--- config.mk ---
export PLATFORM = sky130hd
export DESIGN_NAME = spi_engine
export DESIGN_NICKNAME = d
export VERILOG_FILES = /design/src/rtl/spi_engine.sv
export SDC_FILE = /design/constraint.sdc
export NUM_CORES = 1
export LEC_CHECK = 0
export BUFFER_PORTS_ARGS = -buffer_cell sky130_fd_sc_hd__buf_2
export CAP_MARGIN = 20
export CORE_MARGIN = 5
export CORE_UTILIZATION = 40
export CTS_BUF_LIST = sky130_fd_sc_hd__clkbuf_4 sky130_fd_sc_hd__clkbuf_8 sky130_fd_sc_hd__clkbuf_16
export CTS_CLUSTER_DIAMETER = 60
export DETAILED_ROUTE_END_ITERATION = 10
export GPL_ROUTABILITY_DRIVEN = 0
export HOLD_SLACK_MARGIN = 0.05
export PLACE_DENSITY_LB_ADDON = 0.25
export SLEW_MARGIN = 20
export SYNTH_ARGS = -nofsm -noshare
export SYNTH_HDL_FRONTEND = slang
export SYNTH_SLANG_ARGS = --single-unit
--- constraint.sdc ---
create_clock -name clk -period 2.9 [get_ports clk]
set_input_delay 0.29 -clock clk [delete_from_list [all_inputs] [get_ports clk]]
set_output_delay 0.29 -clock clk [all_outputs]
set_load 0.01 [all_outputs]
--- src/rtl/spi_engine.sv ---
// SPI master shift engine: serialises a right-justified 1..32-bit word MSB-first on mosi,
// captures miso into a parallel word, and generates sck in all four CPOL/CPHA modes.
module spi_engine #(
    parameter int unsigned MAX_DATA_WIDTH = 32
) (
    input  logic                      clk,
    input  logic                      rst_n,
    input  logic                      start,
    input  logic                      cpol,
    input  logic                      cpha,
    input  logic [4:0]                bits_per_word,
    input  logic [5:0]                div,
    input  logic [MAX_DATA_WIDTH-1:0] data_in,
    output logic [MAX_DATA_WIDTH-1:0] data_out,
    output logic                      busy,
    output logic                      new_data,
    output logic                      sck,
    output logic                      mosi,
    input  logic                      miso
);

    localparam int unsigned W     = MAX_DATA_WIDTH;
    localparam int unsigned NMAX  = (W < 32) ? W : 32;
    localparam logic [5:0]  NMAX6 = 6'(NMAX);

    typedef enum logic [1:0] {StIdle, StShift, StDone} state_e;

    state_e         state_q, state_d;
    logic           start_q;
    logic           busy_q, busy_d;
    logic           new_data_q, new_data_d;
    logic           sck_q, sck_d;
    logic           mosi_q, mosi_d;
    logic [W-1:0]   data_out_q, data_out_d;
    logic           cpol_l_q, cpol_l_d;
    logic           cpha_l_q, cpha_l_d;
    logic [5:0]     n_q, n_d;
    logic [5:0]     div_l_q, div_l_d;
    logic [W-1:0]   tx_q, tx_d;
    logic [W-1:0]   rx_q, rx_d;
    logic [5:0]     hcnt_q, hcnt_d;
    logic [6:0]     tog_q, tog_d;

    logic [5:0]     n_req, n_cap;
    logic [6:0]     lshift;
    logic [W-1:0]   tx_load;
    logic [6:0]     last_tog;
    logic           sample_edge;

    // Next-state logic: launch detection, half-period timing, shift/sample edges, completion
    always_comb begin
        state_d    = state_q;
        busy_d     = busy_q;
        new_data_d = new_data_q;
        sck_d      = sck_q;
        mosi_d     = mosi_q;
        data_out_d = data_out_q;
        cpol_l_d   = cpol_l_q;
        cpha_l_d   = cpha_l_q;
        n_d        = n_q;
        div_l_d    = div_l_q;
        tx_d       = tx_q;
        rx_d       = rx_q;
        hcnt_d     = hcnt_q;
        tog_d      = tog_q;

        n_req = {1'b0, bits_per_word} + 6'd1;
        n_cap = (n_req > NMAX6) ? NMAX6 : n_req;
        // Left-align the word so the next bit to send is always the top bit of tx
        lshift  = 7'(W) - {1'b0, n_cap};
        tx_load = data_in << lshift;
        last_tog = {n_q, 1'b0} - 7'd1;
        // Even k samples in CPHA=0, odd k samples in CPHA=1
        sample_edge = (tog_q[0] == cpha_l_q);

        unique case (state_q)
            StIdle: begin
                sck_d = cpol;
                if (start && !start_q) begin
                    state_d    = StShift;
                    busy_d     = 1'b1;
                    new_data_d = 1'b0;
                    hcnt_d     = '0;
                    tog_d      = '0;
                    cpol_l_d   = cpol;
                    cpha_l_d   = cpha;
                    n_d        = n_cap;
                    div_l_d    = div;
                    rx_d       = '0;
                    if (!cpha) begin
                        mosi_d = tx_load[W-1];
                        tx_d   = tx_load << 1;
                    end else begin
                        tx_d   = tx_load;
                    end
                end
            end
            StShift: begin
                if (hcnt_q == div_l_q) begin
                    hcnt_d = '0;
                    sck_d  = ~sck_q;
                    tog_d  = tog_q + 7'd1;
                    if (sample_edge) begin
                        rx_d = (rx_q << 1) | W'(miso);
                    end else if (tog_q != last_tog) begin
                        mosi_d = tx_q[W-1];
                        tx_d   = tx_q << 1;
                    end
                    if (tog_q == last_tog) begin
                        state_d = StDone;
                    end
                end else begin
                    hcnt_d = hcnt_q + 6'd1;
                end
            end
            StDone: begin
                data_out_d = rx_q;
                new_data_d = 1'b1;
                busy_d     = 1'b0;
                state_d    = StIdle;
            end
            default: state_d = StIdle;
        endcase
    end

    // State registers with asynchronous reset; a reset mid-transfer discards it
    always_ff @(posedge clk or negedge rst_n) begin
        if (!rst_n) begin
            state_q    <= StIdle;
            start_q    <= 1'b0;
            busy_q     <= 1'b0;
            new_data_q <= 1'b0;
            sck_q      <= 1'b0;
            mosi_q     <= 1'b0;
            data_out_q <= '0;
            cpol_l_q   <= 1'b0;
            cpha_l_q   <= 1'b0;
            n_q        <= 6'd1;
            div_l_q    <= '0;
            tx_q       <= '0;
            rx_q       <= '0;
            hcnt_q     <= '0;
            tog_q      <= '0;
        end else begin
            state_q    <= state_d;
            start_q    <= start;
            busy_q     <= busy_d;
            new_data_q <= new_data_d;
            sck_q      <= sck_d;
            mosi_q     <= mosi_d;
            data_out_q <= data_out_d;
            cpol_l_q   <= cpol_l_d;
            cpha_l_q   <= cpha_l_d;
            n_q        <= n_d;
            div_l_q    <= div_l_d;
            tx_q       <= tx_d;
            rx_q       <= rx_d;
            hcnt_q     <= hcnt_d;
            tog_q      <= tog_d;
        end
    end

    assign busy     = busy_q;
    assign new_data = new_data_q;
    assign sck      = sck_q;
    assign mosi     = mosi_q;
    assign data_out = data_out_q;

endmodule

==> results of run 1 <==
[cells in the mapped netlist (all sizes together), types with 3 or more instances]
cell	instances	share of area [%]
or3	5	0.40
mux2i	51	6.5
ha	5	0.79
o21a	3	0.28
o31ai	5	0.47
o2bb2ai	3	0.33
o21ai	48	3.0
o211ai	11	1.0
nand2	178	8.4
a211oi	7	0.66
o22ai	8	0.71
mux4	11	3.1
nand3	49	3.1
a31oi	6	0.47
nor2b	5	0.40
and3	7	0.62
buf	26	1.8
a21oi	29	1.8
nand4	5	0.47
nor4	4	0.32
dfrtp	128	40
o221ai	5	0.55
mux2	54	7.7
xor2	17	1.9
a22oi	15	1.4
nor2	53	2.5
nor3	12	0.76
a221oi	5	0.55
or2	3	0.24
and2	14	1.1
xnor2	10	1.3
nand2b	6	0.47
inv	11	0.52
clkbuf	38	1.8
[state kept, by name, indices dropped and copies added, names as in the netlist, 2 cells and up]
register / flops
n_q: 6
state_q: 2
div_l_q: 6
hcnt_q: 6
tog_q: 7
rx_q: 32
tx_q: 32
data_out: 32
[power breakdown]
group | leakage, nW | switching [mW] | internal [mW]
Combinational | 2.80 | 1.41 | 1.13
Clock | 0.305 | 0.814 | 1.45
Sequential | 1.71 | 0.276 | 2.19
[worst min-delay path by stage]
stage | slack, ns | end | startpoint | cells past startpoint
finish | 0.07 | div_l_q[3]$_DFFE_PN0P_ | div[3] | 3
global placement | 0.42 | start_q$_DFF_PN0_ | start | 1
floorplan | -0.006 | busy$_DFFE_PN0P_ | rst_n | 0
CTS | 0.05 | div_l_q[3]$_DFFE_PN0P_ | div[3] | 3
detailed placement | 0.43 | data_out[29]$_DFFE_PN0P_ | rst_n | 1
global route | 0.06 | div_l_q[4]$_DFFE_PN0P_ | div[4] | 3
[stage by stage]
| stage | util, % | cells | hold slack [ns] | setup WS, ns |
|---|---|---|---|---|
| 2_1_floorplan | - | 870 | -0.00559 | -0.133 |
| 4_1_cts | 50.7 | 1287 | 0.0528 | 0.0174 |
| 5_1_grt | 50.9 | 1287 | 0.0570 | -0.00896 |
| 6_report | 50.9 | 1287 | 0.0672 | 0.140 |
| 3_3_place_gp | 47.3 | 1253 | 0.423 | -0.376 |
| 3_5_place_dp | 47.3 | 1253 | 0.430 | -0.441 |
[cell type report]
type / count / area share [%]
tap: 265 / 3.35
inverter: 12 / 0.455
clock inverter: 15 / 2.08
clock buffer: 17 / 4.30
sequential: 129 / 32.6
multi-input combinational: 665 / 45.3
timing repair buffer: 184 / 11.9
[layer usage]
layer | vias up | wire length [um] | part of all wire [%]
met5 | - | 0 | 0
met4 | 0 | 323 | 1.6
met3 | 23 | 804 | 4.0
met2 | 167 | 9130 | 45
met1 | 3235 | 9830 | 49
li1 | 3382 | - | -
[worst register-to-register path: stages, from the launching register on]
cell and delay, ns:
dfstp_2 0.55, inv_1 0.05, ha_1 0.21, xor2_1 0.16, o31ai_1 0.23, nand4_1 0.24
a31oi_4 0.54, buf_4 0.26, nor2_1 0.05, a21oi_1 0.10, o221ai_1 0.12
[kinds of logic after synthesis]
logic type	Yosys count	synth area share, %
and+or+nand+nor	347	19.5
xor gates and xnor gates	27	3.18
muxes	116	17.3
adders and majority gates	5	0.791
DFF	129	40.8
AOI/OAI and AO/OA	170	14.3
buffers and inverters	76	4.19
[layout by cell type, fill, tap and decap left out, types with 5 or more instances in the layout]
master / count
nand2_1: 177
dfrtp_1: 128
buf_4: 98
buf_2: 83
nor2_1: 52
mux2_2: 50
nand3_1: 49
mux2i_1: 49
o21ai_0: 31
a21oi_1: 29
xor2_1: 17
clkbuf_16: 17
a22oi_1: 15
o21ai_1: 13
and2_1: 12
inv_1: 11
mux4_2: 11
o211ai_1: 11
nor3_1: 11
xnor2_1: 8
o22ai_1: 7
and3_1: 6
nand2b_1: 6
a211oi_1: 6
o31ai_1: 5
nor2b_1: 5
a31oi_1: 5
o221ai_1: 5
[repair_timing]
item	4_1_cts	5_1_grt
hold buffers	2	0
setup buffers	0	0
setup endpoints to repair	1	25
hold endpoints to repair	56	0
gates resized for setup	1	10
==> impl_metrics.ini, run 1 <==
[outcome]
status = finished clean

[drt]
drc_errors = 0
initialDrtViolationCount = 331
viasPerCell = 5.29
wl_mm = 20.1
post_drt_wl_per_cell_um = 15.6
dr.pass1.iters = 5
vias = 6807
ant_nets = 0

[die]
die_height_um = 151
core.rowCount = 51
start_util_pct = 40.6
dieWidth_um = 151
io_pins = 85
core_um2 = 19500
dieArea_um2 = 22700

[final_layout]
nFillCells = 1815
n_antenna_cell = 0
layout-drive-gt1-share_pct = 30.2
stdcell_area_um2 = 9900
areaGrowthSynthToFinish_pct = 25.2
seq_area_um2 = 3230
multi_input_area_um2 = 4480
nets = 1063

[worst_setup_path]
cp_num_cells = 12
critPathMaxStageDelay_ns = 0.52
start_kind = input pin
path_delay_family = multiplexers
crit_start = bits_per_word[1]
cp-endpoint = tx_q[28]$_DFFE_PN0P_
cp_data_arrival_time_ns = 3.05
reg2reg_slack_ns = 0.25
reg2reg_depth = 10
endpoint_kind = flop
crit_buf_inv = 2
crit_fanout = 8
worstPathCellList = buf_2, ha_1, o21ai_4, ha_4, buf_4, mux4_2, nand2_1, mux2i_1, mux2_4, a221o_1, a221oi_2, nor2_1
required_ns = 3.19
rr_startpoint = n_q[0]$_DFFE_PN1P_
criticalPathCategory = in -> reg
cp_slowest_cell = mux4_2
rr_endpoint = tx_q[26]$_DFFE_PN0P_

[global_route]
grt_pass1_vias = 6590
grt_use_total_pct = 18.4
gr-usage-met2_pct = 28.3
grt_max_degree = 74
grt_overflow = 0
antenna_found_initial = 0
globalRouteMet1Util_pct = 27.1
grt_pass1_wl_mm = 34.0
busiest_layer = met2
grt_use_met3_pct = 2.53

[clock_network]
cts_sinks = 129
clk_pin_slew_worst_paths_ns = 0.06
cts_buffers = 17
htree_levels = 4
clk_latency_ns = 0.41
cts.path.max_buffers = 2
cts_tree = done
root_buffer = clkbuf_16

[pwr]
p_leak_nw = 4.82
pwr_density_cell_nw_per_um2 = 733
finalPower_mw = 7.26
ir_drop_mv = 0.446

[place]
port-buffer-count = 84
dp_hpwl_mm = 14.7
place_area_um2 = 9200

[sta]
period_minus_slack_ns = 2.76
skew_ns = 0.0129
setup_tns_ns = 0
maxSlewViolCount = 0
max_freq_mhz = 362
max_slew.worst_pin.slew_ns = 0.790
setup_viol_count_final = 0
min_period_over_period_pct = 95.2
hold_viol = 0
rsz0062_at_grt = true
slew_headroom_pct = 47.4

[synth]
ys_warn_count = 0
syn_inst = 870
syn_avg_cell_area_um2 = 9.09
yosysUniqueCellTypes = 70
syn_area_um2 = 7910
synth_nets = 924
synth-seq-cells = 129
synth_edf_count = 0
ys_seq_area_share_pct = 40.8
synth_flop_cell = dfrtp_1
async_flop_share_pct = 100

[job]
cap_viol_max_count = 0

[hold_path]
hold_path.class = in -> reg
(Power assumes the default switching activity.)
==> run 2, diff against run 1 <==
- CELL_PAD_IN_SITES_DETAIL_PLACEMENT: unset -> 1
- CELL_PAD_IN_SITES_GLOBAL_PLACEMENT: unset -> 2
- CORE_UTILIZATION: 40 -> 37
==> impl_metrics.ini, run 2 (synthesis results as in run 1) <==
[clock_network]
htree_levels = 4
clk_pin_slew_worst_paths_ns = 0.06
cts_tree = done
cts.path.max_buffers = 2
cts_buffers = 17
root_buffer = clkbuf_16
clk_latency_ns = 0.42
cts_sinks = 129

[worst_setup_path]
endpoint_kind = flop
required_ns = 3.19
crit_buf_inv = 3
critPathMaxStageDelay_ns = 0.49
rr_startpoint = n_q[0]$_DFFE_PN1P_
cp_data_arrival_time_ns = 3.08
reg2reg_depth = 10
start_kind = input pin
cp_slowest_cell = mux4_2
criticalPathCategory = in -> reg
crit_top_cell = buf_4
crit_start = bits_per_word[0]
worstPathCellList = buf_2, ha_1, o21ai_2, ha_4, buf_4, mux4_2, and2_1, mux2i_1, buf_4, nand2_1, a2bb2oi_1, a21bo_2, o21ai_0
cp_num_cells = 13
path_delay_family = compound AO/OA/AOI/OAI gates
crit_fanout = 6

[global_route]
grt_max_degree = 74
grt_use_total_pct = 19.3
grt_pass1_vias = 7405
antenna_found_initial = 0
grt_pass1_wl_mm = 38.2
grt_overflow = 0

[final_layout]
stdcell_area_um2 = 10100
final_cell_mix = nand2_1, dfrtp_1, buf_4
nets = 1073
n_antenna_cell = 0
final_common_cell = nand2_1
layout-drive-gt1-share_pct = 31.3
areaGrowthSynthToFinish_pct = 27.1
nFillCells = 2463

[die]
dieArea_um2 = 24400
start_util_pct = 37.6
io_pins = 85
core.rowCount = 53
die_height_um = 156
dieWidth_um = 156
core_um2 = 21000

[drt]
vias = 6948
viasPerCell = 5.32
post_drt_wl_per_cell_um = 17.7
initialDrtViolationCount = 294
dr.pass1.iters = 4
drc_errors = 0
wl_mm = 23.1
ant_nets = 0

[place]
port-buffer-count = 84
place_area_um2 = 9350
place_ws_ns = -0.552
dp_hpwl_mm = 17.2

[pwr]
pwr-share-seq_pct = 33.6
p_leak_nw = 4.89
p_int_mw = 4.67
ir_drop_mv = 0.447
combPwrFrac_pct = 36.7
clockPowerShare_pct = 29.7
pwr_density_cell_nw_per_um2 = 732
p_sw_mw = 2.69
sw_frac_of_total_pct = 36.5

[outcome]
status = finished clean

[sta]
skew_ns = 0.0135
max_freq_mhz = 358
finalWorstSetupSlack_ns = 0.107
slew_headroom_pct = 46.6
min_period_over_period_pct = 96.3
maxSlewViolCount = 0
period_minus_slack_ns = 2.79
max_slew.worst_pin.slew_ns = 0.801
hold_viol = 0
rsz0062_at_grt = false
setup_viol_count_final = 0

[hold_path]
holdPathStages = 3
hold_path.class = in -> reg
hold_start = div[5]

[job]
cap_viol_max_count = 0
-- run 2: cell count changes in the layout (fill, tap and decap cells not counted), sizes merged --
cell | before | now
buf | 182 | 192
bufinv | 4 | 2
clkinv | 6 | 2
clkinvlp | 2 | 4
inv | 15 | 19
-- run 2: final timing paths --
| kind | end | slack, ns |
|---|---|---|
| worst max-delay path | tx_q[20]$_DFFE_PN0P_ | 0.11 |
| worst min-delay path | div_l_q[5]$_DFFE_PN0P_ | 0.06 |
| worst max register to register | tx_q[26]$_DFFE_PN0P_ | 0.25 |
| worst min register to register | rx_q[31]$_DFFE_PN0P_ | 0.48 |
| max in group asynchronous | rx_q[17]$_DFFE_PN0P_ | 1.66 |
| min in group asynchronous | data_out[28]$_DFFE_PN0P_ | 0.39 |
-- run 2: final cells by class --
type | count | area, um2 | share of cell area (%)
repair buffers | 194 | 1320 | 13.2
multi-input cells | 665 | 4510 | 44.9
inverters | 12 | 45.0 | 0.448
well taps | 275 | 344 | 3.42
clock buffers | 17 | 425 | 4.23
clock inverters | 15 | 174 | 1.73
flip-flops and latches | 129 | 3230 | 32.1
-- run 2: worst register-to-register path, cell delays in order (launching register included) --
cell and delay [ns]:
dfstp_2 0.55, inv_1 0.05, ha_1 0.22, xor2_1 0.16, o31ai_1 0.23, nand4_1 0.25, a31oi_4 0.45, buf_4 0.29
nor2_1 0.07, a21oi_1 0.12, o221ai_1 0.12
-- run 2: metal layers --
layer / vias up / part of all wire [%] / track usage [%]
li1: 3402 / - / -
met1: 3402 / 47 / 25.2
met2: 119 / 49 / 33.3
met3: 25 / 2.9 / 2.94
met4: 0 / 1.5 / 5.29
met5: - / 0 / 0
-- run 2: power groups by stage --
| stage | Combinational (mW) | Clock (mW) | Sequential (mW) |
|---|---|---|---|
| after floorplan | 1.77 | 0 | 2.43 |
| after global placement | 2.59 | 0 | 2.49 |
| after detailed placement | 2.65 | 0 | 2.50 |
| after CTS | 2.68 | 2.23 | 2.48 |
| after global routing | 3.02 | 2.31 | 2.52 |
| final | 2.70 | 2.18 | 2.47 |
-- run 2: stage by stage --
step           total power [mW]  std cells  util, %  hold WS [ns]   TNS, ns
6_report                   7.36       1307     47.8        0.0616         0
5_1_grt                    7.86       1307     47.8        0.0686         0
4_1_cts                    7.40       1306     47.5        0.0504  -0.00570
3_5_place_dp               5.16       1272     44.5         0.317    -11.29
3_3_place_gp               5.08       1272     44.5         0.319     -8.21
2_1_floorplan              4.21        870        -      -0.00559    -0.669
-- run 2: what timing repair did --
item                       CTS  global route
setup endpoints to repair    6            30
hold endpoints to repair    37             0
gates resized for setup      5            12
hold buffers                 2             0
buffers inserted             0             1
pin swaps                    1             1
==> run 3, diff against run 2 <==
- ABC_AREA: unset -> 1
- CORE_UTILIZATION: 37 -> 33
==> impl_metrics.ini, run 3 <==
[synth]
synth_top_area_share_pct = 40.2
yosysMostFrequentCell = nand3_1
syn_avg_cell_area_um2 = 6.86
ys_seq_area_share_pct = 40.5
synth_edf_count = 0
synth-seq-cells = 129
synth_nets = 1217
synth_commonest_cells = nand3_1, nand2_1, dfrtp_1
synth.largest_area_cell = dfrtp_1
syn_inst = 1163
async_flop_share_pct = 100
syn_area_um2 = 7970
ys_warn_count = 0
synthTopCellsByArea = dfrtp_1, nand3_1, nand2_1, o21ai_0, nor2_1
yosysUniqueCellTypes = 37
synth_flop_cell = dfrtp_1

[clock_network]
clk_latency_ns = 0.43
clk_pin_slew_worst_paths_ns = 0.07
post_cts_resized = 0
cts_buffers = 17
cts_tree = done
root_buffer = clkbuf_16
cts_setup_buffers = 0
htree_levels = 4
cts_sinks = 129
cts.path.max_buffers = 2
cts_hold_buf = 4

[die]
io_pins = 85
die_height_um = 165
core.rowCount = 56
start_util_pct = 33.8
dieArea_um2 = 27400
dieWidth_um = 165
core_um2 = 23600

[sta]
skew_ns = 0.00992
hold_viol = 0
slew_headroom_pct = 33.9
setup_viol_count_final = 0
maxSlewViolCount = 0
period_minus_slack_ns = 2.46
setup_tns_ns = 0
min_period_over_period_pct = 84.9
rsz0062_at_grt = false
max_freq_mhz = 406
max_slew.worst_pin.slew_ns = 0.990

[pwr]
ir_drop_mv = 0.333
finalPower_mw = 6.79
pwr_density_cell_nw_per_um2 = 719
p_leak_nw = 4.46

[hold_path]
hold_start = div[2]
hold_path.class = in -> reg

[drt]
dr.pass1.iters = 7
vias = 7864
wl_mm = 24.3
viasPerCell = 5.06
drc_errors = 0
ant_nets = 0
initialDrtViolationCount = 389
post_drt_wl_per_cell_um = 15.6

[worst_setup_path]
endpoint_kind = flop
crit_start = n_q[0]$_DFFE_PN1P_
crit_fanout = 56
required_ns = 3.21
criticalPathCategory = reg -> reg
rr_startpoint = n_q[0]$_DFFE_PN1P_
start_kind = flop
cp_data_arrival_time_ns = 2.77

[final_layout]
final_common_cell = nand3_1
areaGrowthSynthToFinish_pct = 18.3
layout-drive-gt1-share_pct = 13.5
nets = 1276
n_antenna_cell = 0
final_cell_mix = nand3_1, nand2_1, dfrtp_1
nFillCells = 3017

[global_route]
grt_pass1_vias = 8154
antenna_found_initial = 0
grt_overflow = 0
grt_pass1_wl_mm = 41.2
grt_use_total_pct = 18.5
grt_max_degree = 69

[job]
cap_viol_max_count = 0

[place]
dp_hpwl_mm = 17.1
port-buffer-count = 84

[outcome]
status = finished clean
-- run 3: worst paths after layout --
kind	depth (start not counted)	slack [ns]	endpoint
min in group asynchronous	2	0.41	hcnt_q[4]$_DFFE_PN0P_
worst max register to register	12	0.44	tx_q[13]$_DFFE_PN0P_
worst min-delay path	3	0.07	div_l_q[2]$_DFFE_PN0P_
max in group asynchronous	3	1.69	data_out[8]$_DFFE_PN0P_
worst min register to register	2	0.47	busy$_DFFE_PN0P_
worst max-delay path	12	0.44	tx_q[13]$_DFFE_PN0P_
-- run 3: critical path, stage by stage (launching register included) --
cell	delay [ns]
dfstp_2	0.56
inv_1	0.06
ha_1	0.22
xor2_1	0.20
or2_2	0.14
nand3_1	0.06
nor3_1	0.31
nand3_1	0.20
nand3_2	0.12
buf_12	0.24
nor2_1	0.07
nand2_1	0.08
nand2_1	0.05
-- run 3: area by class of cell --
class / count / area [um2] / area share [%]
flip-flops and latches: 129 / 3230 / 34.2
multi-input cells: 884 / 4150 / 44.0
inverters: 80 / 300 / 3.18
repair buffers: 110 / 728 / 7.72
well taps: 319 / 399 / 4.23
clock inverters: 15 / 195 / 2.07
clock buffers: 17 / 425 / 4.51
-- run 3: logic make-up after synthesis --
family | after synthesis | share of synthesized area (%)
flip-flops | 129 | 40.5
AO/OA/AOI/OAI | 124 | 8.27
adder cells (fa/ha/maj) | 5 | 0.785
XOR/XNOR | 14 | 1.54
AND/OR/NAND/NOR | 741 | 41.4
buffers and inverters | 150 | 7.52
-- run 3: stage by stage --
step                utilization (%)  hold WS (ns)  area, um2  std cells  worst slack, ns
floorplan                         -      -0.00559       7970       1163            0.395
global placement               37.1         0.333       8770       1518            0.134
detailed placement             37.1         0.337       8770       1518           0.0944
CTS                            39.9        0.0545       9430       1554            0.401
global route                   39.9        0.0645       9430       1554            0.122
finish                         39.9        0.0727       9430       1554            0.439
-- run 3: routing by layer --
layer / wire length [um] / global-route usage (%)
met5: 0 / 0
met4: 262 / 4.27
met3: 568 / 2.83
met2: 11900 / 32.2
met1: 11500 / 24.3
-- run 3: power by group --
part           leakage (nW)  internal, mW  total, mW  switching [mW]
clock network         0.301          1.32       2.26           0.946
registers              1.50          2.30       2.60           0.304
logic                  2.66         0.700       1.92            1.22
